[src/rtl/prescaled_counter_gen.sv]
`default_nettype none
// +----------------------------------------------------------------------------+
// | Module      : prescaled_counter_gen                                        |
// | Description : PWM timebase. A prescaler divides clk_i by (P+1); each       |
// |               prescaler terminal count steps a CNT_W-bit period counter.   |
// |               Adds enable/sleep, a shadowed prescale that only updates at  |
// |               wrap (or while asleep), min-prescale clamping and registered |
// |               tick/wrap strobes.                                           |
// | Option      : define PRESCALED_COUNTER_UPDOWN_EN to add the updown_i port  |
// |               and centre-aligned (up then down) counting.                  |
// | Ports       : clk_i              clock                                     |
// |               rst_ni             asynchronous active-low reset             |
// |               enable_i           1 = run, 0 = sleep (counter cleared/held)  |
// |               prescale_value_i   requested prescale P                      |
// |               counter_ro         period counter (registered)               |
// |               tick_ro            strobe: counter_ro took a new value       |
// |               wrap_ro            strobe: counter_ro returned to period start|
// |               prescale_active_ro shadow prescale in use (post-clamp)       |
// |               updown_i           (option only) 1 = centre-aligned          |
// | Revision    : 1.0  initial release                                         |
// +----------------------------------------------------------------------------+
module prescaled_counter_gen #(
   parameter int unsigned CNT_W        = 12,
   parameter int unsigned PRESCALE_W   = 8,
   parameter int unsigned PRESCALE_MIN = 3,
   parameter int unsigned PRESCALE_RST = 8'h1E
) (
   input  logic                  clk_i,
   input  logic                  rst_ni,
   input  logic                  enable_i,
   input  logic [PRESCALE_W-1:0] prescale_value_i,
   output logic [CNT_W-1:0]      counter_ro,
   output logic                  tick_ro,
   output logic                  wrap_ro,
   output logic [PRESCALE_W-1:0] prescale_active_ro
`ifdef PRESCALED_COUNTER_UPDOWN_EN
  ,input  logic                  updown_i
`endif
);

   localparam logic [PRESCALE_W-1:0] c_prescale_min = PRESCALE_W'(PRESCALE_MIN);
   // Reset shadow never starts below the legal minimum.
   localparam logic [PRESCALE_W-1:0] c_prescale_rst =
      (PRESCALE_RST > PRESCALE_MIN) ? PRESCALE_W'(PRESCALE_RST) : c_prescale_min;
   localparam logic [CNT_W-1:0]      c_cnt_max      = {CNT_W{1'b1}};
   localparam logic [CNT_W-1:0]      c_cnt_one      = CNT_W'(1);
   localparam logic [PRESCALE_W-1:0] c_presc_one    = PRESCALE_W'(1);

   logic [PRESCALE_W-1:0] presc_q, presc_d;
   logic [PRESCALE_W-1:0] prescale_active_q, prescale_active_d;
   logic [CNT_W-1:0]      counter_q, counter_d;
   logic                  tick_q, tick_d;
   logic                  wrap_q, wrap_d;

`ifdef PRESCALED_COUNTER_UPDOWN_EN
   typedef enum logic {
      DIR_UP   = 1'b0,
      DIR_DOWN = 1'b1
   } dir_e;

   dir_e dir_q, dir_d;
   // Counting mode latched at wrap / in sleep so a mid-period change is ignored.
   logic updown_q, updown_d;
`endif

   logic [PRESCALE_W-1:0] eff_prescale;
   logic                  terminal;

   assign eff_prescale = (prescale_value_i < c_prescale_min) ? c_prescale_min
                                                             : prescale_value_i;
   assign terminal     = (presc_q == prescale_active_q);

   always_comb begin
      presc_d           = presc_q;
      prescale_active_d = prescale_active_q;
      counter_d         = counter_q;
      tick_d            = 1'b0;
      wrap_d            = 1'b0;
`ifdef PRESCALED_COUNTER_UPDOWN_EN
      dir_d             = dir_q;
      updown_d          = updown_q;
`endif
      if (!enable_i) begin
         // Sleep has priority over a coincident terminal count: no strobe.
         presc_d           = '0;
         counter_d         = '0;
         prescale_active_d = eff_prescale;
`ifdef PRESCALED_COUNTER_UPDOWN_EN
         dir_d             = DIR_UP;
         updown_d          = updown_i;
`endif
      end else if (terminal) begin
         presc_d = '0;
         tick_d  = 1'b1;
`ifdef PRESCALED_COUNTER_UPDOWN_EN
         if (updown_q && (dir_q == DIR_DOWN)) begin
            counter_d = counter_q - c_cnt_one;
            if (counter_q == c_cnt_one) begin
               wrap_d = 1'b1;
               dir_d  = DIR_UP;
            end
         end else if (updown_q && (counter_q == c_cnt_max)) begin
            // Peak reached: turn around without revisiting MAX.
            counter_d = counter_q - c_cnt_one;
            dir_d     = DIR_DOWN;
         end else begin
            counter_d = counter_q + c_cnt_one;
            wrap_d    = (counter_q == c_cnt_max);
         end
`else
         // Natural modular overflow provides the wrap.
         counter_d = counter_q + c_cnt_one;
         wrap_d    = (counter_q == c_cnt_max);
`endif
         if (wrap_d) begin
            prescale_active_d = eff_prescale;
`ifdef PRESCALED_COUNTER_UPDOWN_EN
            updown_d          = updown_i;
`endif
         end
      end else begin
         presc_d = presc_q + c_presc_one;
      end
   end

   always_ff @(posedge clk_i or negedge rst_ni) begin
      if (!rst_ni) begin
         presc_q           <= '0;
         prescale_active_q <= c_prescale_rst;
         counter_q         <= '0;
         tick_q            <= 1'b0;
         wrap_q            <= 1'b0;
`ifdef PRESCALED_COUNTER_UPDOWN_EN
         dir_q             <= DIR_UP;
         updown_q          <= 1'b0;
`endif
      end else begin
         presc_q           <= presc_d;
         prescale_active_q <= prescale_active_d;
         counter_q         <= counter_d;
         tick_q            <= tick_d;
         wrap_q            <= wrap_d;
`ifdef PRESCALED_COUNTER_UPDOWN_EN
         dir_q             <= dir_d;
         updown_q          <= updown_d;
`endif
      end
   end

   assign counter_ro         = counter_q;
   assign tick_ro            = tick_q;
   assign wrap_ro            = wrap_q;
   assign prescale_active_ro = prescale_active_q;

endmodule
`default_nettype wire
[config.mk]
export PLATFORM = sky130hd
export DESIGN_NAME = prescaled_counter_gen
export DESIGN_NICKNAME = d
export VERILOG_FILES = /design/src/rtl/prescaled_counter_gen.sv
export SDC_FILE = /design/constraint.sdc
export NUM_CORES = 1
export LEC_CHECK = 0
export ABC_AREA = 1
export BUFFER_PORTS_ARGS = -buffer_cell sky130_fd_sc_hd__buf_2
export CAP_MARGIN = 20
export CORE_ASPECT_RATIO = 0.75
export CORE_MARGIN = 2
export CORE_UTILIZATION = 50
export CTS_CLUSTER_DIAMETER = 40
export DETAILED_ROUTE_END_ITERATION = 8
export HOLD_SLACK_MARGIN = 0.03
export PLACE_DENSITY_LB_ADDON = 0.25
export SLEW_MARGIN = 40
export SYNTH_ARGS = -nofsm -noshare
export SYNTH_HDL_FRONTEND = slang
export SYNTH_SLANG_ARGS = --single-unit
[constraint.sdc]
create_clock -name clk_i -period 1.9 [get_ports clk_i]
set_input_delay 0.285 -clock clk_i [delete_from_list [all_inputs] [get_ports clk_i]]
set_output_delay 0.285 -clock clk_i [all_outputs]
set_load 0.05 [all_outputs]
* Word-level counts from Yosys, hierarchy flattened
Index checks and enable logic that the tools add are counted.
** Cells by class
- Magnitude comparators :: 1
- $add $sub $neg :: 2
- Reductions and logical operators :: 1
- Muxes and demuxes :: 12
- Eq/ne operators :: 4
** Operator list (count)
- 8-bit 2-to-1 mux :: 6
- 12-bit 2-to-1 mux :: 2
- 12-bit by 1-bit adder with 12-bit output (second input constant) :: 1
- 12-bit equality test (second input constant) :: 1
- 8-bit by 1-bit adder with 8-bit output (second input constant) :: 1
- 8-bit equality test :: 1
- 8-bit by 2-bit < comparator with 1-bit output (second input constant) :: 1
- 1-bit 2-to-1 mux :: 4
- 2-bit by 1-bit inequality test with 1-bit output (second input constant) :: 2
- 2-bit AND reduction :: 1
** Storage, ports and cells
- Word-level logic and storage cells :: 25
- Output and inout port bits :: 22
- Register bits after elaboration :: 30
- Input bits :: 11

* Longest topological paths before layout
- Depth after elaboration :: 5
- Gate-level depth with buffers :: 10
- Gate-level depth less buffers :: 9

* Worst setup path after synthesis
OpenSTA, ideal clock, no wires.
- Path type :: register to register
- Start point :: reg counter_q[0], in the netlist counter_ro[0]
- End point :: reg prescale_active_q[6], in the netlist prescale_active_ro[6]
- Library setup time :: 0.119 ns
- Data arrival time :: 1.646 ns
- Clock period less this slack :: 1.764 ns
- Data required time :: 1.781 ns
- Buffers on the path :: 0
- Cell stages (with the launch flop) :: 9
- Path slack :: 0.136 ns
- Cells stage by stage :: dfrtp_1 > ha_1 > nand2_1 > inv_1 > nand3_2 > nor2_2 > nand3_2 > nand3_1 > nand2_1
** On the way
- Cells in the longest elaborated chain, start to end :: 3
** Ends and longest elaborated chain
- from (decl) :: RTL line 51 : logic [CNT_W-1:0] counter_q, counter_d;
- from (signal assigned) :: RTL line 140 : counter_q <= counter_d;
- 12-bit equality test :: RTL line 113 : wrap_d = (counter_q == c_cnt_max);
- 2-bit by 1-bit inequality test with 1-bit output (no source line)
- 2-bit AND reduction (no source line)
- to (signal assigned) :: RTL line 129 : prescale_active_q <= c_prescale_rst;
- to (signal assigned) :: RTL line 139 : prescale_active_q <= prescale_active_d;
- to (decl) :: RTL line 50 : logic [PRESCALE_W-1:0] prescale_active_q, prescale_active_d;
No other way between the ends.
A chain may end at the register's enable or synchronous reset.

* Worst setup path after layout
- Start point :: reg counter_q[0], in the netlist counter_ro[0]
- End point :: reg prescale_active_q[0], in the netlist prescale_active_ro[0]
Same word-level chain as after synthesis.

==> impl_metrics.yaml <==
synth:
  synth_top_area_share_pct: 35.5
  synth_top_cells_by_area: "dfrtp_1, nand2_1, nand3_1"
  synth_warnings: 0
  ys_types: 29
  syn-cell-area_um2: 1830
  synth_edf_count: 0
  syn_inst: 240
  yosys-top-cells-count: "nand2_1, nor2_1, nand3_1, dfrtp_1, inv_1"
  yosysMostFrequentCell: "nand2_1"
  syn_area_per_cell_um2: 7.64
  synth-seq-area-share_pct: 41.2
  ys_ff_latch: 30
  syn_nets: 253
  ys.flop_type: "dfrtp_1"
  synth_top_cell_by_area: "dfrtp_1"
  async_flop_share_pct: 100
sta:
  min_period_over_period_pct: 84.8
  setup_viol: 0
  max_freq_mhz: 621
  final_hold_viol_count: 0
  tns_ns: 0
  skew_ns: 0.0106
  final_max_slew_viol_count: 0
  worstMarginPinSlew_ns: 0.654
  slew_headroom_pct: 56.4
  period_needed_ns: 1.61
  rsz0062_at_grt: "false"
clock_network:
  cts_buffers: 5
  postCtsSetupRepairBufs: 0
  h-tree-depth: 2
  clk_pin_slew_worst_paths_ns: 0.06
  cts_buffer_depth: 2
  cts_tree: "done"
  clkLatencyLatePin_ns: 0.28
  ctsResizeCount: 0
  cts_hold_buf: 0
  clock-sinks: 30
  cts-root-buf: "clkbuf_8"
detailed_routing:
  route.detailed.drc: 0
  ant_nets: 0
  drtIter0Drc: 125
  routedWlPerCell_um: 12.1
  vias_per_cell: 4.83
  num_vias: 1566
  firstDrtPassIters: 4
  drt-total-wl_um: 3910
layout:
  layout.nets: 285
  fin_area_um2: 2080
  num_antenna_cells: 0
  final_core_utilization_pct: 58.0
  drive_gt1_share_pct: 23.2
  syn_to_final_growth_pct: 13.6
  num-fill-cells: 346
  fin_cells: 324
grt:
  grt_max_degree: 31
  grt_pass1_wl_um: 6760
  antenna_found_initial: 0
  grt_use_total_pct: 21.3
  grt_pass1_vias: 1456
  grt_overflow: 0
die:
  num_rows: 19
  die_h_um: 56.4
  pin_count: 33
  chipWidth_um: 73.9
  core_area_um2: 3590
  start_util_pct: 51.1
  die-area_um2: 4170
critical_path:
  worst-path-max-fanout: 8
  endpoint_kind: "flip-flop"
  crit_required_ns: 2.07
  criticalPathCategory: "reg2reg"
  start_kind: "flip-flop"
  arrival_ns: 1.78
place:
  gp_congestion: 0.885
  place_inst: 317
  hpwl_um: 2850
  dpl_cell_area_um2: 2010
  portBuffers: 32
pwr:
  p_sw_w: 0.000463
  switching_share_pct: 31.6
  power.internal_w: 0.00100
  peakVddDrop_mv: 0.504
  pwr-share-comb_pct: 19.6
  pwr-share-clk_pct: 32.2
  p_leak_nw: 1.05
  cellPowerDensity_nw_per_um2: 704
  p_seq_share_pct: 48.3
run_status:
  status: "complete, no violations"
run:
  cap_violations: 0
min_path:
  min_path_type: "in2async"
==> worst max-delay path, cell delays in order, from the launching register on <==
cell and delay (ns):
dfrtp_1 0.43, ha_1 0.25, nand2_1 0.07, inv_1 0.15
nand3_2 0.10, nor2_2 0.13, nand3_2 0.19, nand3_1 0.13
nand2_1 0.05
==> worst paths after layout <==
kind | start | end | slack [ns] | depth (start not counted)
worst min register to register | prescale_active_ro[4] | prescale_active_ro[4] | 0.52 | 2
worst max register to register | counter_ro[0] | prescale_active_ro[0] | 0.29 | 8
worst min-delay path | rst_ni | counter_ro[11] | 0.02 | 1
worst max-delay path | counter_ro[0] | prescale_active_ro[0] | 0.29 | 8
max in group asynchronous | rst_ni | tick_ro | 1.43 | 1
min in group clk_i | prescale_value_i[3] | prescale_active_ro[3] | 0.24 | 3
==> layout make-up <==
type	instances	area (µm²)	share of cell area, %
multi-input cells	180	935	44.9
well taps	52	65.1	3.12
clock buffers	7	76.3	3.67
repair buffers	33	168	8.05
inverters	22	82.6	3.97
flip-flops and latches	30	756	36.3
==> through the flow <==
step,hold WS [ns],setup slack (ns),total power (W)
final,0.0243,0.289,0.00147
after floorplan,-0.0106,0.136,0.000940
after CTS,0.0531,0.294,0.00148
after global placement,0.357,0.295,0.00100
after global routing,0.0742,0.0718,0.00154
after detailed placement,0.355,0.315,0.00101
==> per-layer routing <==
layer / wire [µm] / GRT usage [%]
met1: 1990 / 32.8
met2: 1630 / 27.8
met3: 242 / 7.36
met4: 46 / 6.23
met5: 0 / 0
==> power groups by stage <==
stage	combinational (W)	sequential, W	clock (W)
floorplan	0.000153	0.000787	0
global placement	0.000285	0.000717	0
detailed placement	0.000288	0.000719	0
CTS	0.000289	0.000708	0.000480
global route	0.000317	0.000713	0.000511
finish	0.000287	0.000708	0.000472
==> sequential cells by signal, indices dropped and copies added, names as in the netlist <==
| signal | count |
|---|---|
| tick_ro | 1 |
| counter_ro | 12 |
| prescale_active_ro | 8 |
| presc_q | 8 |
| wrap_ro | 1 |
==> kinds of logic after synthesis <==
logic type,Yosys count,synth area share [%]
buf+inv,30,7.78
fa+ha+maj,2,1.36
xor+xnor,11,5.67
flops,30,41.2
compound gates,4,1.30
simple gates,163,42.7
==> cells in the final DEF (no fill, tap or decap), drive strengths merged <==
cell / n
nand2: 84
clkbuf: 7
a31oi: 1
o21bai: 1
o21ai: 1
nor3: 5
nand4: 6
buf: 33
xnor2: 7
nand3: 34
dfstp: 4
a21oi: 1
nor2: 34
dfrtp: 26
inv: 22
ha: 2
xor2: 4
Note: power is estimated with default switching activity, not from simulation.
